File: src/rtl/cycle_seq_pkg.sv
// Shared types and defaults for the cycle sequencer.
// Optional watchdog build: CYCLE_SEQ_WATCHDOG_EN.
package cycle_seq_pkg;

  typedef enum logic [1:0] {
    IDLE,
    ISSUE,
    WAIT,
    ERROR
  } state_t;

  localparam int DEF_CNT_W      = 8;
  localparam int DEF_NUM_PHASES = 4;
  localparam int DEF_TIMEOUT    = 255;
  localparam int WD_CNT_W       = 16;

  function automatic int phase_w(input int n);
    return (n <= 2) ? 1 : $clog2(n);
  endfunction

endpackage

File: src/rtl/seq_watchdog.sv
// Wait-cycle counter for the sequencer; expired flags TIMEOUT cycles in WAIT.
// Instantiated only when CYCLE_SEQ_WATCHDOG_EN is defined.
module seq_watchdog
  import cycle_seq_pkg::*;
#(
  parameter int TIMEOUT = DEF_TIMEOUT
) (
  input  logic clk,
  input  logic rst_n,
  input  logic run,
  input  logic kick,
  output logic expired
);

  localparam logic [WD_CNT_W-1:0] LAST = WD_CNT_W'(TIMEOUT - 1);

  logic [WD_CNT_W-1:0] cnt;

  assign expired = run && (cnt == LAST);

  always_ff @(posedge clk or negedge rst_n) begin
    if (!rst_n) begin
      cnt <= '0;
    end else if (kick) begin
      cnt <= '0;
    end else if (run && !expired) begin
      cnt <= cnt + WD_CNT_W'(1);
    end
  end

endmodule

File: src/rtl/cycle_sequencer.sv
// Start/done sequencer with phase and completed-operation counters.
// Define CYCLE_SEQ_WATCHDOG_EN to build the WAIT timeout and ERROR state.
module cycle_sequencer
  import cycle_seq_pkg::*;
#(
  parameter int CNT_W      = DEF_CNT_W,
  parameter int NUM_PHASES = DEF_NUM_PHASES,
  parameter int TIMEOUT    = DEF_TIMEOUT
) (
  input  logic                           clk,
  input  logic                           rst_n,
  input  logic                           enable,
  input  logic                           clear,
  input  logic                           done,
  output logic                           start,
  output logic                           busy,
  output logic [phase_w(NUM_PHASES)-1:0] phase,
  output logic [CNT_W-1:0]               count,
  output logic                           wrap,
  output logic                           timeout_err
);

  localparam int PW = phase_w(NUM_PHASES);
  localparam logic [PW-1:0] PH_LAST = PW'(NUM_PHASES - 1);

  if (NUM_PHASES < 2) begin : g_bad_phases
    $error("NUM_PHASES must be at least 2");
  end
  if (TIMEOUT < 1 || TIMEOUT > 65535) begin : g_bad_timeout
    $error("TIMEOUT must be in 1..65535");
  end

  state_t state;
  logic [PW-1:0] phase_nxt;
  logic wd_expired;

  assign phase_nxt = (phase == PH_LAST) ? '0 : phase + PW'(1);

`ifdef CYCLE_SEQ_WATCHDOG_EN
  logic wd_run;
  logic wd_kick;

  assign wd_run  = (state == WAIT);
  assign wd_kick = (state == ISSUE);

  seq_watchdog #(
    .TIMEOUT(TIMEOUT)
  ) u_wd (
    .clk    (clk),
    .rst_n  (rst_n),
    .run    (wd_run),
    .kick   (wd_kick),
    .expired(wd_expired)
  );
`else
  assign wd_expired  = 1'b0;
  assign timeout_err = 1'b0;
`endif

  always_ff @(posedge clk or negedge rst_n) begin
    if (!rst_n) begin
      state <= IDLE;
      start <= 1'b0;
      busy  <= 1'b0;
      phase <= '0;
      count <= '0;
      wrap  <= 1'b0;
`ifdef CYCLE_SEQ_WATCHDOG_EN
      timeout_err <= 1'b0;
`endif
    end else begin
      start <= 1'b0;
      wrap  <= 1'b0;
      unique case (state)
        IDLE: begin
          if (enable) begin
            state <= ISSUE;
            start <= 1'b1;
            busy  <= 1'b1;
          end
        end
        ISSUE: begin
          state <= WAIT;
        end
        WAIT: begin
          if (done) begin
            count <= count + CNT_W'(1);
            phase <= phase_nxt;
            wrap  <= &count;
            if (enable) begin
              state <= ISSUE;
              start <= 1'b1;
            end else begin
              state <= IDLE;
              busy  <= 1'b0;
            end
          end else if (wd_expired) begin
            state <= ERROR;
            busy  <= 1'b0;
`ifdef CYCLE_SEQ_WATCHDOG_EN
            timeout_err <= 1'b1;
`endif
          end
        end
        ERROR: begin
          if (clear) begin
            state <= IDLE;
          end
        end
        default: begin
          state <= IDLE;
          busy  <= 1'b0;
        end
      endcase
      // clear outranks the increment but never touches the state
      if (clear) begin
        count <= '0;
        phase <= '0;
        wrap  <= 1'b0;
`ifdef CYCLE_SEQ_WATCHDOG_EN
        timeout_err <= 1'b0;
`endif
      end
    end
  end

endmodule

File: config.mk
export PLATFORM = sky130hd
export DESIGN_NAME = cycle_sequencer
export DESIGN_NICKNAME = d
export VERILOG_FILES = /design/src/rtl/cycle_seq_pkg.sv /design/src/rtl/seq_watchdog.sv /design/src/rtl/cycle_sequencer.sv
export SDC_FILE = /design/constraint.sdc
export NUM_CORES = 1
export LEC_CHECK = 0
export CAP_MARGIN = 20
export CORE_MARGIN = 4
export CORE_UTILIZATION = 39
export DETAILED_ROUTE_END_ITERATION = 8
export PLACE_DENSITY = 0.72
export SYNTH_ARGS = -nofsm -noshare
export SYNTH_HDL_FRONTEND = slang
export SYNTH_SLANG_ARGS = --single-unit
File: constraint.sdc
create_clock -name clk -period 1.5 [get_ports clk]
set_clock_uncertainty 0.1 [all_clocks]
set_input_delay 0.3 -clock clk [delete_from_list [all_inputs] [get_ports clk]]
set_output_delay 0.3 -clock clk [all_outputs]
set_load 0.05 [all_outputs]
==> metrics, run 1 <==
die extent in y=51.1 um; DP Wirelength=1100 um; Die Area=2610 um^2; RR Endpoint=count[7]$_DFFE_PN0P_; Routed WL per cell=12.1 um; grt ovf=0; net switching power figure=493 uW; Post-Synthesis Cells=68; worst hold slack=approximately 0.23 ns; Num CTS Buffers=3; synthesized flop and latch total=15; Initial Util=41.5%; DRT Pass-1 Iters=5; post-synth net total=74; static leakage=around 0.49 nW; Critical Path RT=about 1.6 ns; synthesized area per cell=10.7 um^2; area growth from synthesis to layout=56.3%; Distinct cells, synth=29; vias=588; Clock Latency Late Sink=0.27 ns; post-route clock period utilization=a little over nine tenths; sw frac=between 30% and 40%; Post-CTS Setup Inserts=0; Max Fclk=0.711 GHz; Hold Crit Class=in -> async; Diodes inserted=0; die width=just over 50 um; Layout fillers=138; worst-path fanout max=7; DRT Wirelength=1430 um; Post-CTS Resized=1; final setup fails=0; top-area cell type share of the netlist area=51.8%; area of the multi-input gates=312 um^2; ys flop type=dfrtp_1; I/O Buffers=17; Final Hold Viols=0; commonest non-fill, non-tap cells in the layout=buf_12, dfrtp_1, nor2_1, dfrtp_2, buf_4; leading post-synthesis cells by cell area=dfrtp_1, xor2_1, nor2_1; H-tree depth=1; Hold Buf Count CTS=0; largest net degree at the start of global routing=16; number of clock sinks=15; share of layout cells above drive strength 1=35.5%; yosys warns=0; sequential share of power=40.5%; number of synthesized flops with an enable pin=0; Clock power frac=around 17%; FF-to-FF setup slack=around 0.094 ns; global-route wire length before repair=2680 um; Post-Route Setup TNS=0 ns; FF-to-FF path depth=3; vias in the first global route=615; final core utilization=64.9%; Worst setup EP type=register; gr usage total=13.2%; # rows=15; status=finished, final reports clean; vias per cell=4.98; clk slew on worst S/H paths=0.09 ns; Combinational Power Share=42.9%; Core Area=between 1500 and 2000 um^2; Critical Path AT=1.51 ns; routability cong.=0.707; Syn Std Cell Area=just over 700 um^2; fin. max-slew vios=0; reg-to-reg startpoint=count[3]$_DFFE_PN0P_; most common cell after layout, fill and taps aside=buf_12; Final WS setup=0.0939 ns; sequential cell area=384 um^2; clock buffer depth=2; sequential area share after synthesis=about half; RSZ-0062 raised after global routing=no; P_int=854 uW; pre-CTS WS=-0.310 ns; VDD IR max=876 uV; Root Driver=clkbuf_4; antenna viol nets, final=0; initial antenna violation count=0; fin crit period=around 1.4 ns; cell type with the largest total area after synthesis=dfrtp_1; max_cap viols=0; DRC viols=0; Final nets=100; TritonCTS clock tree=built; io pins=19; CP startpoint kind=register; Crit Path Class=reg -> reg; PD cells=1190 nW/um^2; Initial DRC Count=12; asr flop ratio synth=100%
[kinds of logic after synthesis]
group	count (synthesis)	share of synthesized area (%)
buffers and inverters	6	5.18
xor gates and xnor gates	4	4.84
AOI/OAI and AO/OA	14	12.4
adders and majority gates	1	1.73
and+or+nand+nor	26	22.1
DFF	15	51.8
other	1	0.518
muxes	1	1.38
[worst max-delay path by stage]
stage | start | to | slack, ns | cells past startpoint
final | count[3]$_DFFE_PN0P_ | count[7]$_DFFE_PN0P_ | 0.09 | 3
after global routing | count[3]$_DFFE_PN0P_ | count[7]$_DFFE_PN0P_ | 0.009 | 3
after CTS | state[0]$_DFFE_PN0P_ | count[7]$_DFFE_PN0P_ | 0.09 | 3
after detailed placement | done | count[7]$_DFFE_PN0P_ | -0.31 | 4
after global placement | done | count[5]$_DFFE_PN0P_ | -0.28 | 4
after floorplan | count[2]$_DFFE_PN0P_ | count[5]$_DFFE_PN0P_ | -0.11 | 4
[through the flow]
stage	instance area, um^2	total power [mW]	std cells
floorplan	733	0.853	68
global placement	1110	1.12	114
detailed placement	1110	1.13	114
CTS	1130	1.36	118
global route	1130	1.43	118
finish	1130	1.35	118
[critical path, cell delays in order (launching register included)]
cell and delay [ns]:
dfrtp_2 0.45, nand4_1 0.16, or4_1 0.49, a21oi_1 0.15
[power by group through the flow]
stage	Sequential, mW	Combinational [mW]	Clock [mW]
after floorplan	0.670	0.184	0
after global placement	0.552	0.567	0
after detailed placement	0.554	0.581	0
after CTS	0.546	0.582	0.232
after global routing	0.557	0.624	0.252
final	0.545	0.577	0.224
[cells in the mapped netlist, types with 2 or more instances]
| master | instances |
|---|---|
| nand4b_1 | 2 |
| nand4_1 | 2 |
| or4_1 | 2 |
| a21oi_1 | 4 |
| o31ai_1 | 3 |
| buf_4 | 2 |
| nor2_1 | 7 |
| xor2_1 | 4 |
| o21ai_0 | 2 |
| inv_1 | 2 |
| dfrtp_1 | 15 |
| or3_1 | 2 |
| nand2_1 | 5 |
[state kept, by name, indices dropped and copies added, names as in the netlist]
| register | cells |
|---|---|
| state | 2 |
| wrap | 1 |
| phase | 2 |
| start | 1 |
| busy | 1 |
| count | 8 |
[metal layers]
layer	up-vias	share of wire [%]	GRT usage [%]
met4	0	0.70	2.69
li1	291	-	-
met5	-	0	0
met1	274	46	17.9
met2	21	47	21.7
met3	2	6.6	2.92
[cell type report]
type | instances | area share [%]
clock buffer | 4 | 2.32
inverter | 2 | 0.663
multi-input combinational | 47 | 27.5
sequential | 15 | 33.9
tap | 25 | 2.76
timing repair buffer | 25 | 32.8
Note: power is estimated with default switching activity, not from simulation.
==> inputs of run 2 (changes only) <==
- GPL_TIMING_DRIVEN: default -> 0
- REMOVE_ABC_BUFFERS: default -> 1
==> run 2 against run 1 <==
Compared with the run above:
- register-to-register slack lost 0.06 ns
- largest power group is now sequential cells
- cell area down 19%
- highest routed layer unchanged
- hold slack improved by 0.079 ns
- first-iteration DRC count unchanged
- critical path depth rose by 1
- wire length fell by 0.49%
==> metrics, run 2 (synthesized netlist as in run 1, its figures left out) <==
post-route insts no fill=113; biggest regs=count (8), phase (2), state (2); antenna viol nets, final=0; worst-path fanout max=5; Critical Path RT=1.60 ns; reg-to-reg startpoint=state[0]$_DFFE_PN0P_; area of the multi-input gates=about 320 um^2; Hold Crit Class=in -> async; grt ovf=0; initial antenna violation count=0; commonest non-fill, non-tap cells in the layout=dfrtp_1, buf_2, nor2_1; Root Driver=clkbuf_4; Post-Route Setup TNS=0 ns; largest net degree at the start of global routing=16; Initial DRC Count=12; Final WS setup=0.0364 ns; number of clock sinks=15; Crit Path Class=reg -> reg; area growth from synthesis to layout=26.6%; share of layout cells above drive strength 1=a little under 30%; area post-placement=896 um^2; pre-CTS WS=-0.479 ns; Max Fclk=0.683 GHz; VDD IR max=659 uV; Diodes inserted=0; sequential cell area=around 380 um^2; Initial Util=41.5%; worst-margin pin slew=roughly 0.64 ns; die width=51.1 um; Clock Latency Late Sink=0.28 ns; die extent in y=51.1 um; Worst setup EP type=register; PD cells=1300 nW/um^2; fin. max-slew vios=0; clock buffer depth=2; DRT Pass-1 Iters=4; # rows=15; FF-to-FF path depth=4; cell count after placement=106; Num CTS Buffers=3; vias per cell=5.10; io pins=19; I/O Buffers=17; status=finished, final reports clean; PnR Total Power=1.19 mW; CP startpoint=state[0]$_DFFE_PN0P_; Critical Path AT=1.56 ns; RSZ-0062 raised after global routing=yes; Final Hold Viols=0; DP Wirelength=967 um; global-route wire length before repair=2390 um; RR Endpoint=count[3]$_DFFE_PN0P_; Routed WL per cell=around 13 um; Largest register FFs=8; cell area after layout=917 um^2; Core Area=1750 um^2; clk slew on worst S/H paths=about 0.09 ns; routability cong.=0.760; vias=between 500 and 600; final setup fails=0; post-route clock period utilization=97.6%; most common cell after layout, fill and taps aside=dfrtp_1; CP Capture Point=count[3]$_DFFE_PN0P_; fin crit period=1.46 ns; DRT Wirelength=1420 um; CP startpoint kind=register; Largest Register=count; gr usage total=12.2%; FF-to-FF setup slack=0.04 ns; TritonCTS clock tree=built; DRC viols=0; Hold Buf Count CTS=0; Die Area=2610 um^2; Slew HR=57.0%; static leakage=0.427 nW; Layout fillers=around 180; max_cap viols=0; vias in the first global route=535; H-tree depth=1; Final nets=95
## run 2: where the power goes
group          leakage [nW]  internal [mW]  switching, mW
Combinational         0.216          0.151          0.261
Sequential            0.196          0.473         0.0743
Clock                0.0150          0.103          0.128
Total                 0.427          0.728          0.463
## run 2: timing repair
item,4_1_cts,5_1_grt
resized for setup,49,13
setup buffers,3,0
setup endpoints to repair,17,10
pin swaps,0,2
## run 2: worst min path at each step
stage / startpoint / to / slack, ns / cells after the start
2_1_floorplan: rst_n / busy$_DFFE_PN0P_ / -0.1 / 0
3_5_place_dp: phase[1]$_DFFE_PN0P_ / phase[1]$_DFFE_PN0P_ / 0.43 / 2
4_1_cts: rst_n / start$_DFF_PN0_ / 0.33 / 1
6_report: rst_n / wrap$_DFF_PN0_ / 0.31 / 1
5_1_grt: rst_n / start$_DFF_PN0_ / 0.36 / 1
3_3_place_gp: phase[1]$_DFFE_PN0P_ / phase[1]$_DFFE_PN0P_ / 0.42 / 2
## run 2: per-layer routing
layer  vias to the layer above  global-route usage, %  wire length, um
met5                         -                      0                0
met2                        17                   19.1              667
met1                       276                   15.5              691
met4                         0                   6.73               15
met3                         2                   2.92               49
li1                        281                      -                -
## run 2: layout make-up
type	instances	area share (%)
multi-input combinational	47	34.4
tap	25	3.41
inverter	2	0.819
timing repair buffer	20	17.1
clock buffer	4	2.86
sequential	15	41.5
## run 2: through the flow
step / util, % / hold WS, ns
3_5_place_dp: 51.3 / 0.434
4_1_cts: 54.0 / 0.332
3_3_place_gp: 51.3 / 0.423
2_1_floorplan: - / -0.0956
5_1_grt: 52.5 / 0.358
6_report: 52.5 / 0.310
## run 2: critical path: stages, from the launching register on
cell and delay [ns]:
dfrtp_2 0.42, nand4b_4 0.19, buf_4 0.18, or3_1 0.34, a21oi_1 0.15
